**config.mk**
```make
export PLATFORM = sky130hd
export DESIGN_NAME = matmul_engine
export DESIGN_NICKNAME = d
export VERILOG_FILES = /design/src/rtl/matmul_engine.sv
export SDC_FILE = /design/constraint.sdc
export NUM_CORES = 1
export LEC_CHECK = 0
export CORE_ASPECT_RATIO = 1.5
export CORE_MARGIN = 10
export CORE_UTILIZATION = 59
export DETAILED_ROUTE_END_ITERATION = 6
export PLACE_DENSITY = 0.89
export SLEW_MARGIN = 20
export SYNTH_ARGS = -nofsm -noshare
export SYNTH_HDL_FRONTEND = slang
export SYNTH_SLANG_ARGS = --single-unit
```
**constraint.sdc**
```tcl
create_clock -name Clk -period 4.82 [get_ports Clk]
set_input_delay 0.964 -clock Clk [delete_from_list [all_inputs] [get_ports Clk]]
set_output_delay 0.964 -clock Clk [all_outputs]
set_load 0.03 [all_outputs]
```
**src/rtl/matmul_engine.sv**
```systemverilog
// Sequential C = A x B engine over a single-port data memory; one MAC per three cycles.
// Operand dims and base addresses are latched at start so the inputs may change freely during a run.
module matmul_engine #(
  parameter int WIDTH  = 8,
  parameter int ADDR_W = 8,
  parameter int DIM_W  = 4
) (
  input  logic              Clk,
  input  logic              Rst_n,
  input  logic              start,
  input  logic [DIM_W-1:0]  dimM,
  input  logic [DIM_W-1:0]  dimK,
  input  logic [DIM_W-1:0]  dimN,
  input  logic [ADDR_W-1:0] baseA,
  input  logic [ADDR_W-1:0] baseB,
  input  logic [ADDR_W-1:0] baseC,
  input  logic [WIDTH-1:0]  mem_rdata,
  output logic [ADDR_W-1:0] mem_addr,
  output logic              mem_read,
  output logic              mem_write,
  output logic [WIDTH-1:0]  mem_wdata,
  output logic              busy,
  output logic              done
);

  typedef enum logic [2:0] {IDLE, RDA, RDB, MAC, WRC, DONE} state_t;

  state_t              state_q, state_d;
  logic [DIM_W-1:0]    dim_m_q, dim_m_d, dim_k_q, dim_k_d, dim_n_q, dim_n_d;
  logic [ADDR_W-1:0]   base_a_q, base_a_d, base_b_q, base_b_d, base_c_q, base_c_d;
  logic [DIM_W-1:0]    i_q, i_d, j_q, j_d, k_q, k_d;
  logic [WIDTH-1:0]    acc_q, acc_d, a_q, a_d;

  // Full-width index products, then wrapped into the address space.
  logic [2*DIM_W-1:0]  ik_prod, kn_prod, in_prod;
  logic [ADDR_W-1:0]   addr_a, addr_b, addr_c;
  logic                k_last, j_last, i_last;

  assign ik_prod = {{DIM_W{1'b0}}, i_q} * {{DIM_W{1'b0}}, dim_k_q};
  assign kn_prod = {{DIM_W{1'b0}}, k_q} * {{DIM_W{1'b0}}, dim_n_q};
  assign in_prod = {{DIM_W{1'b0}}, i_q} * {{DIM_W{1'b0}}, dim_n_q};
  assign addr_a  = base_a_q + ADDR_W'(ik_prod) + ADDR_W'(k_q);
  assign addr_b  = base_b_q + ADDR_W'(kn_prod) + ADDR_W'(j_q);
  assign addr_c  = base_c_q + ADDR_W'(in_prod) + ADDR_W'(j_q);
  assign k_last  = (k_q == dim_k_q - DIM_W'(1));
  assign j_last  = (j_q == dim_n_q - DIM_W'(1));
  assign i_last  = (i_q == dim_m_q - DIM_W'(1));

  always_comb begin
    state_d   = state_q;
    dim_m_d   = dim_m_q;
    dim_k_d   = dim_k_q;
    dim_n_d   = dim_n_q;
    base_a_d  = base_a_q;
    base_b_d  = base_b_q;
    base_c_d  = base_c_q;
    i_d       = i_q;
    j_d       = j_q;
    k_d       = k_q;
    acc_d     = acc_q;
    a_d       = a_q;
    mem_addr  = '0;
    mem_read  = 1'b0;
    mem_write = 1'b0;
    mem_wdata = '0;
    busy      = (state_q != IDLE);
    done      = 1'b0;
    case (state_q)
      IDLE: begin
        if (start) begin
          dim_m_d  = dimM;
          dim_k_d  = dimK;
          dim_n_d  = dimN;
          base_a_d = baseA;
          base_b_d = baseB;
          base_c_d = baseC;
          i_d      = '0;
          j_d      = '0;
          k_d      = '0;
          acc_d    = '0;
          state_d  = (dimM == '0 || dimK == '0 || dimN == '0) ? DONE : RDA;
        end
      end
      RDA: begin
        mem_read = 1'b1;
        mem_addr = addr_a;
        state_d  = RDB;
      end
      RDB: begin
        a_d      = mem_rdata;
        mem_read = 1'b1;
        mem_addr = addr_b;
        state_d  = MAC;
      end
      MAC: begin
        acc_d = acc_q + a_q * mem_rdata;
        if (k_last) begin
          state_d = WRC;
        end else begin
          k_d     = k_q + DIM_W'(1);
          state_d = RDA;
        end
      end
      WRC: begin
        mem_write = 1'b1;
        mem_addr  = addr_c;
        mem_wdata = acc_q;
        acc_d     = '0;
        k_d       = '0;
        if (j_last) begin
          j_d = '0;
          i_d = i_q + DIM_W'(1);
        end else begin
          j_d = j_q + DIM_W'(1);
        end
        state_d = (i_last && j_last) ? DONE : RDA;
      end
      DONE: begin
        done    = 1'b1;
        state_d = IDLE;
      end
      default: state_d = IDLE;
    endcase
  end

  always_ff @(posedge Clk or negedge Rst_n) begin
    if (!Rst_n) begin
      state_q  <= IDLE;
      dim_m_q  <= '0;
      dim_k_q  <= '0;
      dim_n_q  <= '0;
      base_a_q <= '0;
      base_b_q <= '0;
      base_c_q <= '0;
      i_q      <= '0;
      j_q      <= '0;
      k_q      <= '0;
      acc_q    <= '0;
      a_q      <= '0;
    end else begin
      state_q  <= state_d;
      dim_m_q  <= dim_m_d;
      dim_k_q  <= dim_k_d;
      dim_n_q  <= dim_n_d;
      base_a_q <= base_a_d;
      base_b_q <= base_b_d;
      base_c_q <= base_c_d;
      i_q      <= i_d;
      j_q      <= j_d;
      k_q      <= k_d;
      acc_q    <= acc_d;
      a_q      <= a_d;
    end
  end

endmodule

```
### Word-level counts from Yosys, hierarchy flattened

Index checks and enable logic that the tools add are counted.

| cells by class | value |
|---|---|
| add/sub/neg operators | 13 |
| multiply operators | 4 |
| equality and inequality tests | 11 |
| mux-type cells | 19 |
| reduce and logical (&&, ||, !) cells | 16 |

Operators by type and width:

| cell | number |
|---|---|
| one-hot mux 8 bit (3 select lines) | 2 |
| adder 8 bit | 4 |
| adder 8 x 4 -> 8 bit | 3 |
| multiplier 4 x 4 -> 8 bit | 3 |
| two-way mux 4 bit | 4 |
| two-way mux 8 bit | 2 |
| one-hot mux 4 bit (2 select lines) | 2 |
| one-hot mux 3 bit (5 select lines) | 1 |
| adder 4 x 1 -> 4 bit (second input constant) | 3 |
| == test 4 bit | 3 |
| logical NOT 4 bit | 3 |
| two-way mux 3 bit | 4 |
| one-hot mux 4 bit (3 select lines) | 1 |
| subtractor 4 x 1 -> 4 bit (second input constant) | 3 |
| multiplier 8 x 8 -> 8 bit | 1 |
| == test 3 x 2 -> 1 bit (second input constant) | 2 |
| == test 3 bit (second input constant) | 2 |
| inequality test 2 bit (second input constant) | 3 |
| AND reduction 2 bit | 3 |
| AND reduction 3 bit | 2 |
| nonzero test 3 bit | 2 |
| == test 3 x 1 -> 1 bit (second input constant) | 1 |
| logical NOT 3 bit | 1 |
| two-way mux 1 bit | 3 |
| 4 further kinds | 5 |

| word-level totals | value |
|---|---|
| bits in registers | 67 |
| input port bits | 47 |
| output and inout bits | 20 |
| logic and storage cells | 75 |

### Longest topological paths before layout

| depth | value |
|---|---|
| depth in word-level cells | 6 |
| gate-level depth with buffers | 17 |
| gate-level depth less buffers | 16 |

### Worst setup path after synthesis

No wires, ideal clock.

| timing | value |
|---|---|
| path type | register to output |
| from | register k_q[0] |
| to | output port mem_addr[7] |
| arrival time | 3.898 ns |
| data required time | 3.856 ns |
| setup slack | -0.042 ns |
| cell stages (with the launch flop) | 14 |
| path buffers | 1 |
| path through | dfrtp_1 buf_2 nand2_1 fa_1 fa_1 fa_1 inv_1 ha_1 a21o_1 a21oi_1 o21bai_1 a21oi_1 xnor2_1 o21ai_0 |

| on the way | value |
|---|---|
| word-level cells in the longest chain between the ends | 4 |
| elaborated cells between the ends (all ways) | 5 |
| classes of those cells | add/sub: 3; mul: 1; mux: 1 |

Ends and longest elaborated chain:

| what | RTL line | text |
|---|---|---|
| from (decl) | 31 | `logic [DIM_W-1:0] i_q, i_d, j_q, j_d, k_q, k_d;` |
| from (signal assigned) | 150 | `k_q <= k_d;` |
| multiplier 4 x 4 -> 8 bit | 40 | `assign kn_prod = {{DIM_W{1'b0}}, k_q} * {{DIM_W{1'b0}}, dim_n_q};` |
| adder 8 bit | 43 | `assign addr_b = base_b_q + ADDR_W'(kn_prod) + ADDR_W'(j_q);` |
| adder 8 x 4 -> 8 bit | 43 |  |
| one-hot mux 8 bit (3 select lines) * | 68 | `case (state_q)` |
| to (decl) | 18 | `output logic [ADDR_W-1:0] mem_addr,` |

Every way passes the cells marked *; elsewhere a longest branch is shown, timed or not.

### Worst setup path in the final report

| timing | value |
|---|---|
| from | register i_q[2] |
| to | output port mem_addr[7] |

| on the way | value |
|---|---|
| word-level cells in the longest chain between the ends | 4 |
| elaborated cells between the ends (all ways) | 7 |
| classes of those cells | add/sub: 4; mul: 2; mux: 1 |

Ends and longest elaborated chain:

| what | RTL line | text |
|---|---|---|
| from (decl) | 31 |  |
| from (signal assigned) | 148 | `i_q <= i_d;` |
| multiplier 4 x 4 -> 8 bit, on equally long branches | 41, 39 |  |
| adder 8 bit, on equally long branches | 44, 42 |  |
| adder 8 x 4 -> 8 bit, on equally long branches | 44, 42 |  |
| one-hot mux 8 bit (3 select lines) * | 68 |  |

Marks and branches as above.

==> results.cfg <==
[outcome]
outcome = complete, but fails checks
violations = setup timing

[grt]
grt.total_usage_pct = 25.3
grt_remaining_overflow = 0
grt_pass1_vias = 5986
antenna_found_initial = 0
grt_max_degree = 57
grt_pass1_wl_um = 30600

[power]
power.share.combinational_pct = 71.7
leakage_nw = 3.85
p_sw_share_pct = 47.9
seq_power_share_pct = 17.8
intPower_w = 0.00326
cellPowerDensity_nw_per_um2 = 777
peakVddDrop_uv = 776
p_sw_w = 0.00299
clkPwrFrac_pct = 10.6

[sta]
final_hold_viol_count = 0
fin_skew_ns = 0.00769
setup_viol = 3
min_period_ns = 5.03
rsz0062_at_grt = yes
fin_crit_sh_pct = 104
layout_setup_ws_ns = -0.212
tightest_slew_ns = 1.05
max_freq_mhz = 199
timing.slew.headroom_pct = 30.0
slew_violations = 0

[setup_path]
worst_r2r_endpoint = acc_q[7]
cp_max_fo = 7
reg2reg_depth = 14
critical_path_class = flop to output port
crit_arrival_ns = 4.07
start_kind = flop
required_ns = 3.86
timing.rr.start = a_q[3]
reg2reg_slack_ns = 0.96
endpoint_kind = output port

[yosys]
synth.net_count = 834
avgSynthCellArea_um2 = 9.58
ys_types = 44
synth_warnings = 0
syn_inst = 668
seq_area_frac_synth_pct = 26.2
ys_seq_elements = 67
syn-cell-area_um2 = 6400

[die]
die_height_um = 148
num_rows = 46
start_util_pct = 60.4
die_w_um = 105
io_pins = 67
core-area_um2 = 10600
die_area_um2 = 15500

[final_layout]
syn_to_final_growth_pct = 25.7
layout_common_cells = inv_1 (112), nand2_1 (72), clkdlybuf4s50_1 (59)
layout.cells.most_common = inv_1
layout.nets = 936
fill_cells = 651
multi_input_area_um2 = 4360
layout-drive-gt1-share_pct = 22.5
fin_util_pct = 75.9
area.sequential_um2 = 1690
antennaDiodeCount = 0
final_area_um2 = 8040

[hold_path]
hold_depth = 2
worstHoldStart = acc_q[5]
hp-class = flop to flop
hold_path_end = acc_q[5]

[placed_design]
dp_slack_ns = -0.0819
place_hpwl_um = 13200
place_area_um2 = 7330
port_buffers = 66
gp_congestion = 0.963

[clock_network]
cts_hold_buf = 0
cts_tree = built
clock_latency_ns = 0.35
cts_buffer_depth = 2
path_clk_slew_ns = 0.06
cts_made_buffers = 9
clockRootBuffer = clkbuf_16
clock-sinks = 67
cts_max_level = 3

[route]
vias = 5279
drt_iter0_drc = 363
routedWlPerCell_um = 20.9
via_per_inst = 5.74
ant_nets = 0
drc = 0
drt-total-wl_um = 19200
dr.pass1.iters = 5

[job]
drv_cap = 0
[power by group through the flow]
stage          clock [W]  combinational, W  sequential (W)
6_report        0.000660           0.00448         0.00111
5_1_grt         0.000689           0.00490         0.00114
4_1_cts         0.000665           0.00427         0.00110
3_5_place_dp           0           0.00393         0.00110
3_3_place_gp           0           0.00371         0.00109
2_1_floorplan          0           0.00285        0.000976
[worst max path at each step]
stage / slack [ns] / depth (start not counted) / from / end
2_1_floorplan: 0.18 / 13 / i_q[1] / mem_addr[6]
3_3_place_gp: -0.007 / 15 / mem_rdata[1] / acc_q[7]
3_5_place_dp: -0.08 / 15 / mem_rdata[1] / acc_q[7]
4_1_cts: -0.03 / 14 / i_q[3] / mem_addr[7]
5_1_grt: -0.27 / 14 / i_q[2] / mem_addr[7]
6_report: -0.21 / 14 / i_q[2] / mem_addr[7]
[layer usage]
layer	global-route usage, %	up-vias	share of wire (%)
met1	24.0	2605	33
met4	16.3	0	6.5
met2	47.6	283	55
li1	-	2298	-
met3	5.31	93	5.5
met5	0	-	0
[kinds of logic after synthesis]
| group | Yosys count | share of synthesized area, % |
|---|---|---|
| buf+inv | 147 | 9.23 |
| xor+xnor | 57 | 8.14 |
| fa+ha+maj | 119 | 30.3 |
| flops | 67 | 26.2 |
| simple gates | 169 | 13.1 |
| compound gates | 80 | 7.86 |
| mux | 29 | 5.11 |
[final cells by class]
class,instances,area share (%)
clock inverter,7,0.856
multi-input combinational,454,54.2
inverter,124,5.79
timing repair buffer,114,13.1
clock buffer,9,2.80
tap,144,2.24
sequential,67,21.0
[flip-flops by register name, indices dropped and copies added, names as in the netlist]
name / count
a_q: 8
acc_q: 8
base_a_q: 8
base_b_q: 8
base_c_q: 8
dim_k_q: 4
dim_m_q: 4
dim_n_q: 4
i_q: 4
j_q: 4
k_q: 4
state_q: 3
[critical path: stages, from the launching register on]
cell	delay, ns
dfrtp_2	0.48
buf_6	0.15
and2_1	0.15
fa_1	0.46
fa_1	0.53
inv_1	0.10
fa_1	0.56
inv_1	0.08
ha_4	0.27
a21oi_4	0.18
o21ai_2	0.09
xnor2_2	0.16
a22oi_2	0.23
o21ai_2	0.12
buf_12	0.15
[metrics by stage]
stage	hold slack [ns]	std cells	setup TNS [ns]	total power, W
3_3_place_gp	0.472	883	-0.00693	0.00480
3_5_place_dp	0.489	883	-0.156	0.00503
6_report	0.496	919	-0.572	0.00625
5_1_grt	0.515	919	-0.760	0.00673
4_1_cts	0.501	919	-0.0412	0.00603
2_1_floorplan	0.450	668	0	0.00382
[cell usage after synthesis (all sizes together)]
library cell  instances  area [um2]
xnor2                44         393
nor4                  3        18.8
nand2b                3        18.8
nand3                 3        15.0
clkbuf                4        16.3
nand2                75         282
o31ai                 1        7.51
a211oi                1        12.5
nor3b                 1        7.51
a21oi                14        70.1
buf                  19         109
o22a                  1        8.76
nor3                  7        56.3
o41ai                 1        8.76
a22oi                 7        52.6
a21o                  8        60.1
xor2                 12         105
mux2                 29         327
a221oi                2        17.5
dfrtp                67        1680
ha                   59         738
o21ai                36         180
o22ai                 2        12.5
or2                   1        8.76
nand4                 2        12.5
and2                 47         294
and3                  2        12.5
inv                 124         465
a22o                  5        43.8
fa                   60        1200
nor2                 21        88.8
xnor3                 1        22.5
nor2b                 4        25.0
a31oi                 1        21.3
o21bai                1        7.51
[timing repair]
action	4_1_cts	5_1_grt
setup endpoints to repair	5	5
gates resized for setup	68	15
pin swaps	49	15
buffers inserted	21	0
Power figures use the tool's default switching activity.
==> RTL edit, RTL diff (same settings) <==
Encoding of `state_t`: now one-hot (6 bits for 6 states).
--- a/src/rtl/matmul_engine.sv
+++ b/src/rtl/matmul_engine.sv
@@ -23,7 +23,7 @@
   output logic              done
 );
 
-  typedef enum logic [2:0] {IDLE, RDA, RDB, MAC, WRC, DONE} state_t;
+  typedef enum logic [5:0] {IDLE = 6'b000001, RDA = 6'b000010, RDB = 6'b000100, MAC = 6'b001000, WRC = 6'b010000, DONE = 6'b100000} state_t;
 
   state_t              state_q, state_d;
   logic [DIM_W-1:0]    dim_m_q, dim_m_d, dim_k_q, dim_k_d, dim_n_q, dim_n_d;
Check against the original RTL: no difference found for any inputs over 4 cycles, from zero or initial values and one cycle with Rst_n low; so few cycles prove little.
==> RTL edit against the unedited design <==
The flow still finishes with violations (setup timing). Setup slack improved by 0.044 ns. Synthesized cell count increased by 0.75%. Area after synthesis increased by 0.98%. Total power decreased by 25%. Sequential cell count increased by 3. Final cell count increased by 0.76%. First-iteration DRC count increased by 12%. Design area increased by 1.1%. Wire length increased by 3.1%. Non-clock buffer count increased by 3.
==> RTL edit: results <==
[yosys]
synth.distinct_cells = 45
syn-num-nets = 839
synthTopCellsByCount = inv_1, nand2_1, dfrtp_1, fa_1, ha_1
synthMuxAreaShare = 0.06451
yosys.area_share.adder = 0.3003
synthXorXnorAreaFrac = 0.07865
synth_compound_area_frac = 0.05812

[route]
firstDrtPassIters = 6
via_per_inst = 5.889
met1_length_um = 6510
drt-initial-drc-count = 406
wl_met3_um = 1103
wl_per_cell_um = 21.36

[status]
run_status = finished, violations left
violations = setup timing

[global_routing]
grt_use_met3 = 0.04628
grt_pass1_wl_um = 28370
grtUsageTotal = 0.2303
met2_usage = 0.4385
grt.met1_usage = 0.2157
grt_start_max_net_pins = 39

[clock_network]
cts_setup_buffers = 17

[min_path]
hold_path_end = a_q[7]$_DFFE_PN0P_
hp-start = a_q[7]$_DFFE_PN0P_

[timing]
setup_tns_ns = -0.4302
maxSlewHeadroom = 0.3489
fin_skew_ns = 0.006441
finalSetupViolations = 3
finalWorstSetupSlack_ns = -0.1685
hold_slack_ns = 0.4784

[layout]
seq_share = 0.2170
clock_area_frac = 0.03496
syn2layout_area_growth_pct = 25.80
bufAreaShareNonClock = 0.1352
flops_and_latches = 70
num-multi-input-gates = 446
nNetsFinal = 943
n_all_inverters = 133
clkbuf_count = 10
fillers = 617
n_all_buffers = 117

[pwr]
power.switching_uw = 2099
vdd_drop_max_mv = 0.3774

[place]
gp_congestion = 0.9235
dpl-instance-area_um2 = 7407

[setup_path]
worstPathArrival_ns = 4.02
startpoint = i_q[0]$_DFFE_PN0P_
rrSetupSlack_ns = 0.88
crit_end = mem_addr[6]
cp_max_fo = 9

[floorplan]
core-area_um2 = 10650
==> RTL edit: changes by cell type after synthesis, sizes merged, moves of 3 or more <==
cell and delta:
a22o -3, a22oi -3, buf -12, clkbuf +13, inv +8, mux2 +8, nand3 +11, nand3b +3
nor2 -7, nor2b -4, o21ai -18, xor2 +3
==> RTL edit: per-stage QoR <==
step | worst slack, ns | total power (uW) | cells
after floorplan | 0.1459 | 2947 | 673
after detailed placement | -0.1107 | 3742 | 885
final | -0.1685 | 4707 | 926
after global routing | -0.2567 | 5057 | 926
after CTS | -0.003618 | 4517 | 918
after global placement | 0.002693 | 3581 | 885
==> RTL edit: power groups by stage <==
stage | clock network (uW) | logic (uW) | registers, uW
finish | 641 | 3020 | 1050
global route | 667 | 3320 | 1070
CTS | 637 | 2850 | 1030
detailed placement | 0 | 2700 | 1040
global placement | 0 | 2560 | 1020
floorplan | 0 | 2010 | 940
